**src/rtl/trisc_bus_arbiter.sv**
```systemverilog
// Two-way round-robin arbiter for the TRISC memory port: grants CPU or I/O,
// drives a fixed-length MemRd/MemWr strobe, then pulses the owner's Done.
module trisc_bus_arbiter #(
    parameter int unsigned MEM_CYCLES = 3
) (
    input  logic SysClock_i,
    input  logic StartStop_i,
    input  logic CpuReq_i,
    input  logic CpuWr_i,
    input  logic IoReq_i,
    input  logic IoWr_i,
    output logic CpuGnt_o,
    output logic IoGnt_o,
    output logic BusSel_o,
    output logic MemRd_o,
    output logic MemWr_o,
    output logic CpuDone_o,
    output logic IoDone_o,
    output logic Busy_o
);

    if (MEM_CYCLES < 1 || MEM_CYCLES > 15) begin : g_bad_mem_cycles
        $error("trisc_bus_arbiter: MEM_CYCLES must be within 1..15");
    end

    localparam logic [3:0] CNT_LOAD = 4'(MEM_CYCLES - 1);

    typedef enum logic [1:0] {
        ST_IDLE   = 2'd0,
        ST_ACCESS = 2'd1,
        ST_DONE   = 2'd2
    } state_e;

    state_e     state_q, state_d;
    logic [3:0] cnt_q, cnt_d;
    logic       owner_q, owner_d;      // 0 = CPU, 1 = I/O
    logic       wr_q, wr_d;
    logic       last_io_q, last_io_d;  // 1 when I/O was the most recent owner

    logic cpu_gnt_q, cpu_gnt_d;
    logic io_gnt_q, io_gnt_d;
    logic mem_rd_q, mem_rd_d;
    logic mem_wr_q, mem_wr_d;
    logic cpu_done_q, cpu_done_d;
    logic io_done_q, io_done_d;
    logic busy_q, busy_d;

    always_comb begin
        state_d   = state_q;
        cnt_d     = cnt_q;
        owner_d   = owner_q;
        wr_d      = wr_q;
        last_io_d = last_io_q;

        case (state_q)
            ST_IDLE: begin
                if (CpuReq_i || IoReq_i) begin
                    // On a tie the side that did not own the bus last goes first.
                    if (CpuReq_i && IoReq_i) begin
                        owner_d = ~last_io_q;
                    end else begin
                        owner_d = IoReq_i;
                    end
                    wr_d    = owner_d ? IoWr_i : CpuWr_i;
                    cnt_d   = CNT_LOAD;
                    state_d = ST_ACCESS;
                end
            end
            ST_ACCESS: begin
                if (cnt_q == 4'd0) begin
                    state_d = ST_DONE;
                end else begin
                    cnt_d = cnt_q - 4'd1;
                end
            end
            ST_DONE: begin
                last_io_d = owner_q;
                state_d   = ST_IDLE;
            end
            default: begin
                state_d = ST_IDLE;
            end
        endcase
    end

    // Outputs are decoded from the next state so they are flop outputs
    // aligned with the state they describe.
    always_comb begin
        busy_d     = (state_d != ST_IDLE);
        cpu_gnt_d  = busy_d && !owner_d;
        io_gnt_d   = busy_d && owner_d;
        mem_rd_d   = (state_d == ST_ACCESS) && !wr_d;
        mem_wr_d   = (state_d == ST_ACCESS) && wr_d;
        cpu_done_d = (state_d == ST_DONE) && !owner_d;
        io_done_d  = (state_d == ST_DONE) && owner_d;
    end

    always_ff @(negedge SysClock_i or posedge StartStop_i) begin
        if (StartStop_i) begin
            state_q    <= ST_IDLE;
            cnt_q      <= 4'd0;
            owner_q    <= 1'b0;
            wr_q       <= 1'b0;
            last_io_q  <= 1'b1;
            cpu_gnt_q  <= 1'b0;
            io_gnt_q   <= 1'b0;
            mem_rd_q   <= 1'b0;
            mem_wr_q   <= 1'b0;
            cpu_done_q <= 1'b0;
            io_done_q  <= 1'b0;
            busy_q     <= 1'b0;
        end else begin
            state_q    <= state_d;
            cnt_q      <= cnt_d;
            owner_q    <= owner_d;
            wr_q       <= wr_d;
            last_io_q  <= last_io_d;
            cpu_gnt_q  <= cpu_gnt_d;
            io_gnt_q   <= io_gnt_d;
            mem_rd_q   <= mem_rd_d;
            mem_wr_q   <= mem_wr_d;
            cpu_done_q <= cpu_done_d;
            io_done_q  <= io_done_d;
            busy_q     <= busy_d;
        end
    end

    // The owner register only changes at grant, so it doubles as the
    // datapath select that holds its value through IDLE.
    assign BusSel_o  = owner_q;
    assign CpuGnt_o  = cpu_gnt_q;
    assign IoGnt_o   = io_gnt_q;
    assign MemRd_o   = mem_rd_q;
    assign MemWr_o   = mem_wr_q;
    assign CpuDone_o = cpu_done_q;
    assign IoDone_o  = io_done_q;
    assign Busy_o    = busy_q;

endmodule

```
**config.mk**
```make
export PLATFORM = sky130hd
export DESIGN_NAME = trisc_bus_arbiter
export DESIGN_NICKNAME = d
export VERILOG_FILES = /design/src/rtl/trisc_bus_arbiter.sv
export SDC_FILE = /design/constraint.sdc
export NUM_CORES = 1
export LEC_CHECK = 0
export BUFFER_PORTS_ARGS = -buffer_cell sky130_fd_sc_hd__buf_2
export CAP_MARGIN = 5
export CORE_AREA = 3 3 41 50
export CTS_CLUSTER_SIZE = 28
export DETAILED_ROUTE_END_ITERATION = 8
export DIE_AREA = 0 0 44 53
export GPL_TIMING_DRIVEN = 0
export PLACE_DENSITY = 0.74
export SYNTH_ARGS = -nofsm -noshare
export SYNTH_HDL_FRONTEND = slang
export SYNTH_SLANG_ARGS = --single-unit
```
**constraint.sdc**
```tcl
create_clock -name SysClock_i -period 1.84 [get_ports SysClock_i]
set_clock_uncertainty 0.2 [all_clocks]
set_input_delay 0.184 -clock SysClock_i [delete_from_list [all_inputs] [get_ports SysClock_i]]
set_output_delay 0.184 -clock SysClock_i [all_outputs]
set_load 0.1 [all_outputs]
```
==> After elaboration in Yosys (flattened, before gate mapping) <==
Index checks and enable logic that the tools add are counted.
{ "totals": {"out_inout_bits": 8, "elab_cells": 49, "ff_bits": 16} }
{ "classes": {"n_bitwise": 1, "reduce_logical": 15, "eq_ne": 6, "n_addsub": 1, "muxes": 14} }
{ "ops": {"columns": ["op", "n"], "rows": [
  ["2-to-1 mux 1 bit", 8],
  ["2-to-1 mux 4 bit", 2],
  ["one-hot mux 4 bit (2 select lines)", 1],
  ["logical AND 1 bit", 7],
  ["equality test 2 x 1 -> 1 bit (second input constant)", 2],
  ["equality test 2 bit (second input constant)", 2],
  ["zero test 4 bit", 1],
  ["2-to-1 mux 2 bit", 2],
  ["!= test 2 bit (second input constant)", 2],
  ["one-hot mux 2 bit (2 select lines)", 1],
  ["nonzero test 2 bit", 2],
  ["subtractor 4 x 1 -> 4 bit (second input constant)", 1],
  ["AND reduction 3 bit", 1],
  ["zero test 1 bit", 2],
  ["zero test 2 bit", 1],
  ["logical OR 1 bit", 1],
  ["NOT 1 bit", 1]
]} }

==> Logic depth before layout (Yosys ltp) <==
Gate-level depths: netlist of run 1.
{ "depth": {"ltp_word": 9, "depth_mapped": 6, "depth_no_buf": 6} }

==> results.yml, run 1 <==
cts:
  tritoncts: "built"
  cts_sinks: 16
  postCtsHoldBufs: 0
  h-tree-depth: 1
  cts_buffers: 3
  cts_root_buf: "clkbuf_4"
  clk_latency_ns: 0.34
  clockBufferDepth: 2
  path_clk_slew_ns: 0.07
worst_setup_path:
  cp-start-kind: "flop"
  crit_buf_inv: 1
  crit_fanout: 2
  critPathRequiredTime_ns: 1.46
  cp-end-kind: "output pin"
  max_stage_delay_ns: 0.47
  path_cells: "buf_12"
  crit_family: "flip-flops"
  cp_slowest_cell: "dfrtn_1"
  worstSetupPathType: "flop to output pin"
  crit_arrival_ns: 1.87
yosys:
  syn_area_um2: 724
  synth.avg_cell_area_um2: 11.3
  synth_edf_count: 0
  dominantRegCellSynth: "dfrtn_1"
  synth-seq-cells: 16
  ys_warn_count: 0
  syn_inst: 64
  yosysSeqAreaShare_pct: 55.4
  synth_area_leaders: "dfrtn_1 52%, dfstp_2 3.6%, inv_1 3.6%, ha_1 3.5%, mux2i_1 2.8%"
  yosysUniqueCellTypes: 28
  async_flop_share_pct: 100
  synth_top_area_share_pct: 51.8
  syn-num-nets: 72
  yosysTopAreaCell: "dfrtn_1"
grt:
  grt_pass1_wl_mm: 2.64
  grt_max_degree: 17
  grt_pass1_vias: 591
  grt.total_usage_pct: 15.5
  antenna_found_initial: 0
  globalRouteOverflowTotal: 0
layout:
  final_util_pct: 66.8
  drive_gt1_share_pct: 45.1
  area_growth_pct: 51.3
  nets: 100
  mostFrequentLayoutCells: "15 x dfrtn_1, 8 x buf_12, 8 x buf_4"
  fin_area_um2: 1100
  layout_commonest_cell: "dfrtn_1"
  num_antenna_cells: 0
sta:
  fin_setup_tns_ns: -4.65
  grt_setup_unrepaired: "true"
  setup_violations: 17
  max_slew_margin_pct: 59.9
  tightestPinTransition_ns: 0.601
  hold_viol: 0
  finalHoldWorstSlack_ns: 0.223
  layout_setup_ws_ns: -0.412
  maxSlewViolCount: 0
min_path:
  min_path_type: "flop to flop"
detailed_routing:
  drc_errors: 0
  via_per_inst: 5.38
  wl_per_cell_um: 15.2
  drt_iter0_markers: 18
  drtAntennaViolNets: 0
  num_vias: 586
  wl_mm: 1.66
  drt-pass1-iter-count: 4
floorplanning:
  start_util_pct: 44.1
  core.rowCount: 16
  core_um2: 1640
  die_area_um2: 2330
  io_pins: 14
  die_y_um: 53
  die_w_um: 44
run_status:
  outcome: "complete, but fails checks"
  violations: "setup timing"
placed_design:
  postPlaceCellArea_um2: 818
  dp_hpwl_um: 971
  port_buffers: 13
  gp_congestion: 0.747
run:
  drv_cap: 0
[what timing repair did]
item | in CTS | in global routing
pin swaps | 5 | 3
setup buffers | 7 | 3
gates resized for setup | 40 | 3
endpoints found under the hold margin | 0 | 0
setup endpoints to repair | 17 | 18
[cell usage after synthesis (2+ instances only)]
master   instances
nor3_1           2
inv_1            7
inv_2            2
a211o_1          2
nand2_1          3
mux2i_1          2
o21ai_0          3
nor2_1           5
ha_1             2
nor3_2           2
nand3_1          3
dfrtn_1         15
[layout make-up]
type,instances,area [um2]
Buffer,1,11.3
Timing Repair Buffer,23,288
Fill cell,126,546
Tap cell,18,22.5
Clock inverter,1,3.75
Multi-Input combinational cell,38,303
Clock buffer,4,36.3
Sequential cell,16,402
Inverter,8,30.0
[kinds of logic after synthesis]
family,after synthesis,synth area share [%]
AOI/OAI and AO/OA,10,10.5
adders and majority gates,2,3.45
DFF,16,55.4
and+or+nand+nor,23,19.5
muxes,3,4.84
buffers and inverters,10,6.22
[state kept, by name, indices dropped and copies added (netlist names)]
register / count
CpuDone_o: 1
MemRd_o: 1
CpuGnt_o: 1
cnt_q: 4
Busy_o: 1
MemWr_o: 1
last_io_q: 1
BusSel_o: 1
wr_q: 1
state_q: 2
IoDone_o: 1
IoGnt_o: 1
[per-layer routing]
metal  wire length [um]  vias to the layer above  part of all wire, %  GRT usage, %
met1                648                      288                   39          18.4
li1                   -                      276                    -             -
met5                  0                        -                    0             0
met4                 10                        0                 0.60          6.03
met2                942                       20                   57          27.9
met3                 56                        2                  3.4          2.04
[per-stage QoR]
stage          std cells  setup WS, ns
2_1_floorplan         64        -0.454
3_3_place_gp          95        -0.587
3_5_place_dp          95        -0.591
4_1_cts              106        -0.411
5_1_grt              109        -0.444
6_report             109        -0.412
[worst paths after layout]
check                             from         to  slack (ns)  depth (start not counted)
hold reg to reg               cnt_q[3]   cnt_q[3]        0.22                          1
setup / recovery              BusSel_o   BusSel_o       -0.41                          1
setup reg to reg              cnt_q[0]   cnt_q[1]       -0.04                          6
hold / removal                cnt_q[3]   cnt_q[3]        0.22                          1
max in group asynchronous  StartStop_i  last_io_q        0.44                          2
min in group asynchronous  StartStop_i   cnt_q[2]        0.55                          2
Power of run 1 is not shown: default switching activity piles up to over one toggle a cycle in this logic, so the estimate is an artifact.
==> inputs of run 2 (changes only) <==
Settings changed: TNS_END_PERCENT set to 5.
==> results.yml, run 2 (same netlist as run 1, synthesis figures left out) <==
layout:
  final_util_pct: 60.8
  mostFrequentLayoutCells: "15 x dfrtn_1, 8 x buf_12, 7 x inv_1"
  drive_gt1_share_pct: 36.6
  nets: 91
  layout_commonest_cell: "dfrtn_1"
  fillCellCount: 135
  largest_register: "cnt_q"
  largest_reg_flops: 4
  num_antenna_cells: 0
  top_regs: "cnt_q (4), state_q (2)"
  area_growth_pct: 37.8
grt:
  antenna_found_initial: 0
  grt.total_usage_pct: 13.0
  met3_usage_pct: 2.04
  grt_max_degree: 17
  grtUsageMet1_pct: 16.3
  use_met2_pct: 20.9
  grt_pass1_wl_mm: 2.20
  globalRouteOverflowTotal: 0
  busiest_layer: "met2"
  grt_pass1_vias: 524
worst_setup_path:
  crit_family: "flip-flops"
  worst_r2r_startpoint: "cnt_q[1]"
  crit_buf_inv: 1
  cp-end-kind: "output pin"
  cp-start-kind: "flop"
  crit_arrival_ns: 1.87
  cp_slowest_cell: "dfrtn_1"
  critPathRequiredTime_ns: 1.46
  max_stage_delay_ns: 0.47
  reg2reg_depth: 6
  worstSetupPathType: "flop to output pin"
  worstReg2RegEnd: "cnt_q[1]"
  rrSetupSlack_ns: -0.08
  crit_fanout: 2
  path_cells: "buf_12"
  timing.critical_path.depth: 1
floorplanning:
  die_w_um: 44
  io_pins: 14
  die_y_um: 53
  start_util_pct: 44.1
  core_um2: 1640
  core.rowCount: 16
  die_area_um2: 2330
cts:
  clk_latency_ns: 0.34
  cts_root_buf: "clkbuf_4"
  clockBufferDepth: 2
  path_clk_slew_ns: 0.07
  cts_buffers: 3
  h-tree-depth: 1
  tritoncts: "built"
  cts_sinks: 16
  postCtsHoldBufs: 0
detailed_routing:
  drc_errors: 0
  wl_mm: 1.33
  drtAntennaViolNets: 0
  drt-pass1-iter-count: 4
  wl_per_cell_um: 13.3
  via_per_inst: 5.21
  drt_iter0_markers: 7
  num_vias: 521
min_path:
  hold_depth: 1
  min_path_type: "flop to flop"
  hp-start: "cnt_q[3]"
  hold-path-endpoint: "cnt_q[3]"
sta:
  grt_setup_unrepaired: "true"
  layout_setup_ws_ns: -0.412
  max_slew_margin_pct: 61.5
  setup_violations: 16
  tightestPinTransition_ns: 0.576
  hold_viol: 0
  maxSlewViolCount: 0
placed_design:
  dp_hpwl_um: 953
  port_buffers: 13
  gp_congestion: 0.744
run:
  drv_cap: 0
run_status:
  violations: "setup timing"
  outcome: "complete, but fails checks"
[run 2: cell types whose count changed in the layout (fill, tap and decap cells not counted), sizes merged]
cell / delta
buf: -9
clkbuf: -1
clkinv: +1
[run 2: worst max path at each step]
stage                         from  slack [ns]  endpoint
final                     BusSel_o       -0.41  BusSel_o
after global routing      BusSel_o       -0.42  BusSel_o
after detailed placement   IoReq_i       -0.68  cnt_q[1]
after global placement     IoReq_i       -0.63  cnt_q[1]
after floorplan           BusSel_o       -0.45  BusSel_o
after CTS                 BusSel_o       -0.41  BusSel_o
[run 2: per-stage QoR]
stage                     setup TNS, ns  worst slack, ns  instance area (um2)  instances  hold WS [ns]
final                             -4.03           -0.412                  998        100         0.222
after global routing              -4.53           -0.421                  998        100         0.233
after CTS                         -4.02           -0.406                  996        100         0.229
after detailed placement          -7.61           -0.676                  812         95         0.228
after global placement            -7.17           -0.629                  812         95         0.219
after floorplan                   -5.91           -0.455                  724         64         0.190
[run 2: area by class of cell]
type / count / area [um2] / share of cell area, %
Buffer: 1 / 11.3 / 1.13
Clock buffer: 3 / 22.5 / 2.26
Clock inverter: 2 / 7.51 / 0.752
Inverter: 8 / 30.0 / 3.01
Multi-Input combinational cell: 38 / 298 / 29.8
Sequential cell: 16 / 402 / 40.2
Tap cell: 18 / 22.5 / 2.26
Timing Repair Buffer: 14 / 205 / 20.6
[run 2: layer usage]
layer | vias to the layer above | wire length (um)
met5 | - | 0
met4 | 0 | 27
met3 | 5 | 79
met2 | 14 | 638
met1 | 243 | 583
li1 | 259 | -
[run 2: what timing repair did]
item	4_1_cts	5_1_grt
resized for setup	38	1
endpoints found under the setup margin	19	18
buffers inserted	1	0
pin swaps	2	0
Power of run 2 is left out for the same reason.
